--- config.mk ---
export PLATFORM = sky130hd
export DESIGN_NAME = hazard_unit
export DESIGN_NICKNAME = d
export VERILOG_FILES = /design/src/rtl/hazard_unit.sv
export SDC_FILE = /design/constraint.sdc
export NUM_CORES = 1
export LEC_CHECK = 0
export BUFFER_PORTS_ARGS = -buffer_cell sky130_fd_sc_hd__buf_2
export CAP_MARGIN = 15
export CORE_MARGIN = 2
export CORE_UTILIZATION = 40
export CTS_CLUSTER_DIAMETER = 100
export DETAILED_ROUTE_END_ITERATION = 8
export PLACE_DENSITY = 0.66
export SLEW_MARGIN = 20
export SYNTH_ARGS = -nofsm -noshare
export SYNTH_HDL_FRONTEND = slang
export SYNTH_SLANG_ARGS = --single-unit
--- constraint.sdc ---
create_clock -name clk -period 5.1 [get_ports clk]
set_clock_uncertainty 0.15 [all_clocks]
set_input_delay 0.255 -clock clk [delete_from_list [all_inputs] [get_ports clk]]
set_output_delay 0.255 -clock clk [all_outputs]
set_load 0.03 [all_outputs]
--- src/rtl/hazard_unit.sv ---
// hazard_unit: pipeline flush/hold/PC-select control.
// Handles load-use stalls, branch/jump redirects, precise traps for interrupts
// and undefined instructions, and eret. It also keeps saturating bubble and
// flush counters.
//
// state  | meaning
// RUN    | user mode, interrupts can be taken
// KERNEL | trap handler running, interrupts masked (they stay pending)
module hazard_unit #(
  parameter int SYNC_STAGES = 2,
  parameter int CNT_W       = 16
) (
  input  logic             clk,
  input  logic             reset,
  input  logic [4:0]       ID_rs,
  input  logic [4:0]       ID_rt,
  input  logic             ID_use_rt,
  input  logic             ID_jump,
  input  logic             ID_exc,
  input  logic             ID_eret,
  input  logic             EX_MemRd,
  input  logic [4:0]       EX_rt,
  input  logic             EX_br_taken,
  input  logic             irq,
  output logic             pc_hold,
  output logic             ifid_hold,
  output logic             flush_IF2ID,
  output logic             flush_ID2EX,
  output logic [2:0]       pc_sel,
  output logic             epc_we,
  output logic             irq_ack,
  output logic             kernel,
  output logic [CNT_W-1:0] bubble_cnt,
  output logic [CNT_W-1:0] flush_cnt
);

  typedef enum logic {RUN = 1'b0, KERNEL = 1'b1} stateT;

  localparam logic [2:0] SEL_PC4  = 3'b000;
  localparam logic [2:0] SEL_BR   = 3'b001;
  localparam logic [2:0] SEL_JMP  = 3'b010;
  localparam logic [2:0] SEL_IRQ  = 3'b011;
  localparam logic [2:0] SEL_EXC  = 3'b100;
  localparam logic [2:0] SEL_EPC  = 3'b101;

  stateT                  state;
  stateT                  stateNext;
  logic                   irqPend;
  logic [SYNC_STAGES-1:0] irqSync;
  logic                   irqSyncDly;
  logic                   irqRise;
  logic                   loadUse;
  logic                   takeIrq;
  logic                   bubbleInc;
  logic                   flushInc;

  assign irqRise = irqSync[SYNC_STAGES-1] & ~irqSyncDly;
  assign loadUse = EX_MemRd && (EX_rt != 5'd0) &&
                   ((EX_rt == ID_rs) || (ID_use_rt && (EX_rt == ID_rt)));
  assign kernel  = (state == KERNEL);

  // Priority decode of the per-cycle control strobes; everything is gated low in reset.
  always_comb begin
    pc_hold     = 1'b0;
    ifid_hold   = 1'b0;
    flush_IF2ID = 1'b0;
    flush_ID2EX = 1'b0;
    pc_sel      = SEL_PC4;
    epc_we      = 1'b0;
    irq_ack     = 1'b0;
    takeIrq     = 1'b0;
    bubbleInc   = 1'b0;
    flushInc    = 1'b0;
    stateNext   = state;
    if (reset) begin
      if (EX_br_taken) begin
        pc_sel      = SEL_BR;
        flush_IF2ID = 1'b1;
        flush_ID2EX = 1'b1;
        flushInc    = 1'b1;
      end else if (loadUse) begin
        pc_hold     = 1'b1;
        ifid_hold   = 1'b1;
        flush_ID2EX = 1'b1;
        bubbleInc   = 1'b1;
      end else if (ID_exc) begin
        pc_sel      = SEL_EXC;
        flush_IF2ID = 1'b1;
        flush_ID2EX = 1'b1;
        epc_we      = 1'b1;
        stateNext   = KERNEL;
      end else if (irqPend && state == RUN) begin
        pc_sel      = SEL_IRQ;
        flush_IF2ID = 1'b1;
        flush_ID2EX = 1'b1;
        epc_we      = 1'b1;
        irq_ack     = 1'b1;
        takeIrq     = 1'b1;
        stateNext   = KERNEL;
      end else if (ID_eret && state == KERNEL) begin
        pc_sel      = SEL_EPC;
        flush_IF2ID = 1'b1;
        flush_ID2EX = 1'b1;
        stateNext   = RUN;
      end else if (ID_jump) begin
        pc_sel      = SEL_JMP;
        flush_IF2ID = 1'b1;
      end
    end
  end

  // Irq synchronizer, mode FSM, pending latch (set beats clear) and saturating counters.
  always_ff @(posedge clk or negedge reset) begin
    if (!reset) begin
      irqSync    <= '0;
      irqSyncDly <= 1'b0;
      irqPend    <= 1'b0;
      state      <= RUN;
      bubble_cnt <= '0;
      flush_cnt  <= '0;
    end else begin
      irqSync    <= {irqSync[SYNC_STAGES-2:0], irq};
      irqSyncDly <= irqSync[SYNC_STAGES-1];
      irqPend    <= irqRise | (irqPend & ~takeIrq);
      state      <= stateNext;
      if (bubbleInc && bubble_cnt != '1) bubble_cnt <= bubble_cnt + CNT_W'(1);
      if (flushInc && flush_cnt != '1)   flush_cnt  <= flush_cnt + CNT_W'(1);
    end
  end

endmodule

==> metrics.cfg, run 1 <==
[status]
run_status = complete, no violations

[worst_setup_path]
critPathLaunch = reset
rr_startpoint = bubble_cnt[7]
crit_path_max_fanout = 45
start_kind = primary input
arrival_ns = 3.19
critPathCaptureType = register
critPathRequiredTime_ns = 5.11
worstSetupPathType = in -> reg

[run]
drv_cap = 0

[finish]
stdcell_count = 334
nets = 292
multi_input_area_sq_mm = 0.00103
regArea_sq_um = 926
areaGrowthSynthToFinish_pct = 25.2
fillers = 449
finish.utilization_pct = 52.5
final_layout_size_suffix_gt1_share_pct = 30.0
antennaDiodeCount = 0

[sta]
hold_viol_final = 0
fmax_mhz = 315
fin_crit_sh_pct = 62.2
setup_slack_ns = 1.93
drv_slew = 0
fin_crit_ns = 3.17
rsz0062_at_grt = false
worst_pin_slew_ns = 0.900
slew-limit-headroom_pct = 40.0
fin_setup_tns_ns = 0
setup_violations = 0

[yosys]
postSynthAreaPerCell_sq_um = 10.3
synthCells = 196
synth_top_cell_area_share_pct = 46.1
synth_edf_count = 0
async_flop_share_pct = 100
ys_seq_area_share_pct = 46.1
synthTopCellsByArea = dfrtp_1 (46%), xnor2_1 (14%), nand3_1 (4.0%), nand4_1 (3.4%), and3_1 (2.8%)
synth.distinct_cells = 41
yosys_warnings = 0
synthFlopType = dfrtp_1
synthesis.area_sq_mm = 0.00201
synth_area_leader_cell = dfrtp_1
syn-num-nets = 222
ys_ff_latch = 37

[grt]
grt_usage_pct = 15.8
grt_pass1_wl_um = 7100
grt_antenna_before_repair = 0
grt-ovfl-total = 0
grt_max_degree = 46
grt_pass1_vias = 1592

[clocking]
clkSinkCount = 37
clk_latency_ns = 0.28
cts_buffers = 5
cts-root-buf = clkbuf_8
cts_tree = done
path_clk_slew_ns = 0.07
h-tree-depth = 2
cts_resized = 0
clockBufferDepth = 2

[routing]
drt_iter0_markers = 78
finalWirelength_um = 4190
vias = 1729
vias_per_cell = 5.18
detail_route.first_pass.iterations = 4
drc = 0
drtAntennaViolNets = 0
wl_per_cell_um = 12.5

[die]
rows = 25
initial_core_util_pct = 42.0
io_pins = 66
fp.dieH_um = 74.9
fp.coreArea_sq_mm = 0.00479
die_w_um = 74.9
die_area_sq_mm = 0.00561

[place]
pre_cts_slack_ns = 2.12
gp_congestion = 0.780
dp_cells = 324
hpwlAfterDp_um = 3090
io_buffer_count = 65

[power]
peakVddDrop_v = 0.000327
leakage_nw = 1.22
p_per_area_mw_per_mm2 = 308

[hold_path]
holdCritPathClass = reg -> reg
hold_start = irqSync[0]

==> kinds of logic after synthesis <==
| logic type | share of synthesized area [%] |
|---|---|
| mux | 1.12 |
| xor+xnor | 17.0 |
| flops | 46.1 |
| compound gates | 8.22 |
| buf+inv | 2.74 |
| fa+ha+maj | 1.25 |
| simple gates | 23.6 |
==> path summary, 6_finish.rpt <==
kind / end / slack [ns] / depth (start not counted)
max: bubble_cnt[1] / 1.93 / 7
min reg2reg: irqSync[1] / 0.20 / 0
max reg2reg: bubble_cnt[1] / 2.78 / 5
max in group asynchronous: flush_cnt[3] / 3.74 / 2
min: irqSync[1] / 0.20 / 0
min in group asynchronous: bubble_cnt[12] / 0.49 / 2
==> sequential cells by signal, summed over array words and instances, names as in the netlist <==
register and flops:
bubble_cnt 16, flush_cnt 16, irqSync 2, irqPend 1, irqSyncDly 1, kernel 1
==> cell usage after synthesis (2+ instances only) <==
cell type	instances
and3_1	9
xnor2_1	33
o22ai_1	2
o21ai_0	4
dfrtp_1	37
mux2_2	2
buf_2	2
and4_1	6
inv_1	6
o211ai_1	2
nor2_1	7
nand3_1	16
and4b_1	2
nor3_1	5
nand2b_1	2
a21oi_1	4
nor2b_1	2
a31oi_1	2
o21a_1	2
nand2_1	12
ha_1	2
nor4_1	3
xor2_1	6
nand4_1	11
==> cells in the final DEF (no fill, tap or decap), types with 2 or more instances in the layout <==
cell type / instances
mux2_2: 2
nor4_1: 3
nor2b_1: 2
xnor2_1: 33
nand4_1: 11
nand3_1: 16
o211ai_1: 2
nor2_1: 7
buf_2: 65
and4b_1: 2
a31oi_1: 2
nand2_1: 12
dfrtp_1: 37
xor2_1: 6
nor3_1: 5
clkbuf_8: 7
dlygate4sd3_1: 2
inv_1: 6
and4_1: 6
o22ai_1: 2
nand2b_1: 2
ha_1: 2
o21a_1: 2
and3_1: 9
a21oi_1: 4
o21ai_0: 4
==> power breakdown <==
group / switching (mW) / internal (mW)
Sequential: 0.0409 / 0.322
Clock: 0.0980 / 0.122
Combinational: 0.122 / 0.0690
Total: 0.261 / 0.513
==> layout make-up <==
class	instances	share of cell area [%]
sequential	37	36.8
inverter	6	0.896
tap	67	3.33
timing repair buffer	68	14.0
clock inverter	1	0.199
clock buffer	7	3.83
multi-input combinational	148	40.9
==> repair_timing <==
item                                   CTS  global route
buffers inserted                         0             0
endpoints found under the hold margin   30             0
hold buffers                             2             0
==> per-layer routing <==
metal,GRT usage (%),wire (um),vias up
met5,0,0,-
met3,3.48,217,2
met1,21.6,2050,826
met2,26.3,1910,48
li1,-,-,853
met4,2.78,10,0
==> metrics by stage <==
stage                     hold slack (ns)  cell area, sq um  power, mW
after floorplan                    -0.191              2010      0.490
after global placement              0.184              2390      0.555
after detailed placement            0.193              2390      0.558
after CTS                           0.208              2510      0.780
after global routing                0.229              2510      0.815
final                               0.202              2510      0.774
==> worst max-delay path, stage by stage <==
cell           delay [ns]
dlygate4sd3_1        0.52
buf_2                0.70
nor2b_1              0.39
o211ai_1             0.14
a21oi_1              0.65
nand2_1              0.20
mux2_2               0.31
Power figures use the tool's default switching activity.
==> inputs of run 2 (changes only) <==
ABC_AREA = 1   (was unset)
clock period = 2.8 ns   (was 5.1 ns; I/O delays follow)
==> metrics.cfg, run 2 <==
[status]
run_status = complete, no violations

[sta]
fin_crit_sh_pct = 80.8
worst_pin_slew_ns = 0.861  ; -0.0384 ns
fin_crit_ns = 2.26
fin_setup_tns_ns = 0  ; unchanged
rsz0062_at_grt = false
drv_slew = 0  ; unchanged
hold_viol_final = 0  ; unchanged
setup_violations = 0  ; unchanged
slew-limit-headroom_pct = 42.4  ; +2.3 points
fmax_mhz = 442

[run]
drv_cap = 0  ; unchanged

[grt]
grt_antenna_before_repair = 0  ; unchanged
top_usage_layer = met2
grtUsageMet3_pct = 3.93  ; +0.45 points
use_met2_pct = 31.8  ; +5.5 points
grt-ovfl-total = 0  ; unchanged
grt.met1_usage_pct = 23.2  ; +1.6 points
grt_pass1_wl_um = 9460  ; +33%
grt_max_degree = 38  ; -17%
grt_usage_pct = 18.2  ; +2.3 points
grt_pass1_vias = 2175  ; +37%

[die]
io_pins = 66  ; unchanged
die_w_um = 80.6  ; +7.6%
die_area_sq_mm = 0.00649  ; +16%
rows = 27  ; +8.0%
fp.coreArea_sq_mm = 0.00557  ; +16%
initial_core_util_pct = 42.1  ; +0.078 points
fp.dieH_um = 80.6  ; +7.6%

[worst_setup_path]
critPathRequiredTime_ns = 2.82  ; -2.29 ns
worstSetupPathType = reg -> reg
crit_path_max_fanout = 15  ; -67%
arrival_ns = 2.29  ; -0.90 ns
start_kind = register
critPathCaptureType = register

[power]
p_per_area_mw_per_mm2 = 527  ; +71%
leakage_nw = 1.58  ; +29%
peakVddDrop_v = 0.000387  ; +18%
p_total_mw = 1.50  ; +94%

[yosys]
synth_area_leader_cell = dfrtp_1
syn-num-nets = 357  ; +61%
postSynthAreaPerCell_sq_um = 7.08  ; -31%
ys_top_cells_by_count = nand2_1 (128), inv_1 (40), dfrtp_1 (37), nor2_1 (34), xor2_1 (18)
ys_seq_area_share_pct = 39.5  ; -6.6 points
ys_ff_latch = 37  ; unchanged
synth.distinct_cells = 27  ; -34%
synthCells = 331  ; +69%
async_flop_share_pct = 100  ; unchanged
synth_most_common_cell = nand2_1
synth_top_cell_area_share_pct = 39.5  ; -6.6 points
synthFlopType = dfrtp_1
synthesis.area_sq_mm = 0.00234  ; +17%
synthTopCellsByArea = dfrtp_1 (39%), nand2_1 (20%), xor2_1 (6.7%), inv_1 (6.4%), nor2_1 (5.4%)
synth_edf_count = 0  ; unchanged
yosys_warnings = 0  ; unchanged

[finish]
reg_top3 = bubble_cnt x16, flush_cnt x16, irqSync x2
antennaDiodeCount = 0  ; unchanged
areaGrowthSynthToFinish_pct = 21.5
final_layout_size_suffix_gt1_share_pct = 21.0  ; -8.9 points
nets = 429  ; +47%
mostFrequentLayoutCells = nand2_1 (128), buf_2 (65), inv_1 (40)
stdcell_area_sq_mm = 0.00285  ; +13%
finish.utilization_pct = 51.1  ; -1.4 points
final_common_cell = nand2_1
fillers = 571  ; +27%

[clocking]
clkSinkCount = 37  ; unchanged
clk_latency_ns = 0.29  ; about the same
cts_tree = done
cts-root-buf = clkbuf_8
clockBufferDepth = 2  ; unchanged
path_clk_slew_ns = 0.08  ; about the same
h-tree-depth = 2  ; unchanged
post_cts_buffers = 0  ; unchanged
cts_buffers = 5  ; unchanged

[routing]
vias_per_cell = 4.78  ; -7.7%
vias = 2275  ; +32%
drt_iter0_markers = 127  ; +63%
detail_route.first_pass.iterations = 4  ; unchanged
drtAntennaViolNets = 0  ; unchanged
finalWirelength_um = 5440  ; +30%
drc = 0  ; unchanged
wl_per_cell_um = 11.4  ; -8.8%

[place]
placed_cell_area_sq_mm = 0.00273  ; +14%
gp_congestion = 0.884  ; +13%
hpwlAfterDp_um = 4100  ; +33%
io_buffer_count = 65  ; unchanged

[hold_path]
holdCritPathClass = in -> reg

## run 2: cell types whose count changed in the layout (fill, tap and decap cells not counted), sizes merged, moves of 9 or more
cell,before,now
nand2,12,129
inv,6,42
nor2,7,36
xnor2,33,11
xor2,6,18
and3,9,0
## run 2: kinds of logic after synthesis
family | share of synthesized area (%)
XOR/XNOR | 10.8
AND/OR/NAND/NOR | 36.7
buffers and inverters | 8.22
AO/OA/AOI/OAI | 3.74
adder cells (fa/ha/maj) | 1.07
flip-flops | 39.5
## run 2: critical path, stage by stage (launching register included)
cell     delay (ns)
dfrtp_1        0.44
ha_1           0.25
nand3_1        0.10
or2_1          0.17
nor2_1         0.05
nor2_1         0.65
nand2_1        0.16
xnor2_1        0.17
## run 2: metal layers
metal  vias up  share of wire, %
met5         -                 0
met1      1059                47
met4         0              0.57
li1       1163                 -
met2        48                48
met3         5               4.8
## run 2: final cells by class
type | count | area (sq um) | area share [%]
Clock buffer | 5 | 68.8 | 2.42
Sequential cell | 37 | 926 | 32.5
Multi-Input combinational cell | 248 | 1230 | 43.0
Clock inverter | 3 | 17.5 | 0.615
Inverter | 42 | 158 | 5.53
Timing Repair Buffer | 69 | 363 | 12.7
Tap cell | 72 | 90.1 | 3.16
## run 2: report_power, final
group,internal (mW),switching (mW),total [mW]
clock network,0.172,0.202,0.374
registers,0.600,0.0827,0.683
logic,0.138,0.306,0.444
## run 2: repair_timing
action / in CTS / in global routing
gates resized for setup: 0 / 0
hold buffers: 3 / 0
endpoints found under the hold margin: 39 / 0
## run 2: path summary, 6_finish.rpt
path | from | to | slack, ns | cells after the start
setup / recovery | flush_cnt[0] | flush_cnt[7] | 0.54 | 7
min in group asynchronous | reset | kernel | 0.38 | 3
setup reg to reg | flush_cnt[0] | flush_cnt[7] | 0.54 | 7
max in group asynchronous | reset | flush_cnt[5] | 1.80 | 3
hold reg to reg | irqSync[0] | irqSync[1] | 0.20 | 0
hold / removal | ID_exc | kernel | 0.1 | 5
## run 2: per-stage QoR
| stage | hold WS (ns) | worst slack [ns] | instances |
|---|---|---|---|
| after global placement | 0.0997 | 0.595 | 465 |
| after floorplan | -0.306 | 0.880 | 331 |
| after CTS | 0.0985 | 0.537 | 476 |
| after detailed placement | 0.0994 | 0.546 | 465 |
| after global routing | 0.130 | 0.355 | 476 |
| final | 0.0963 | 0.536 | 476 |
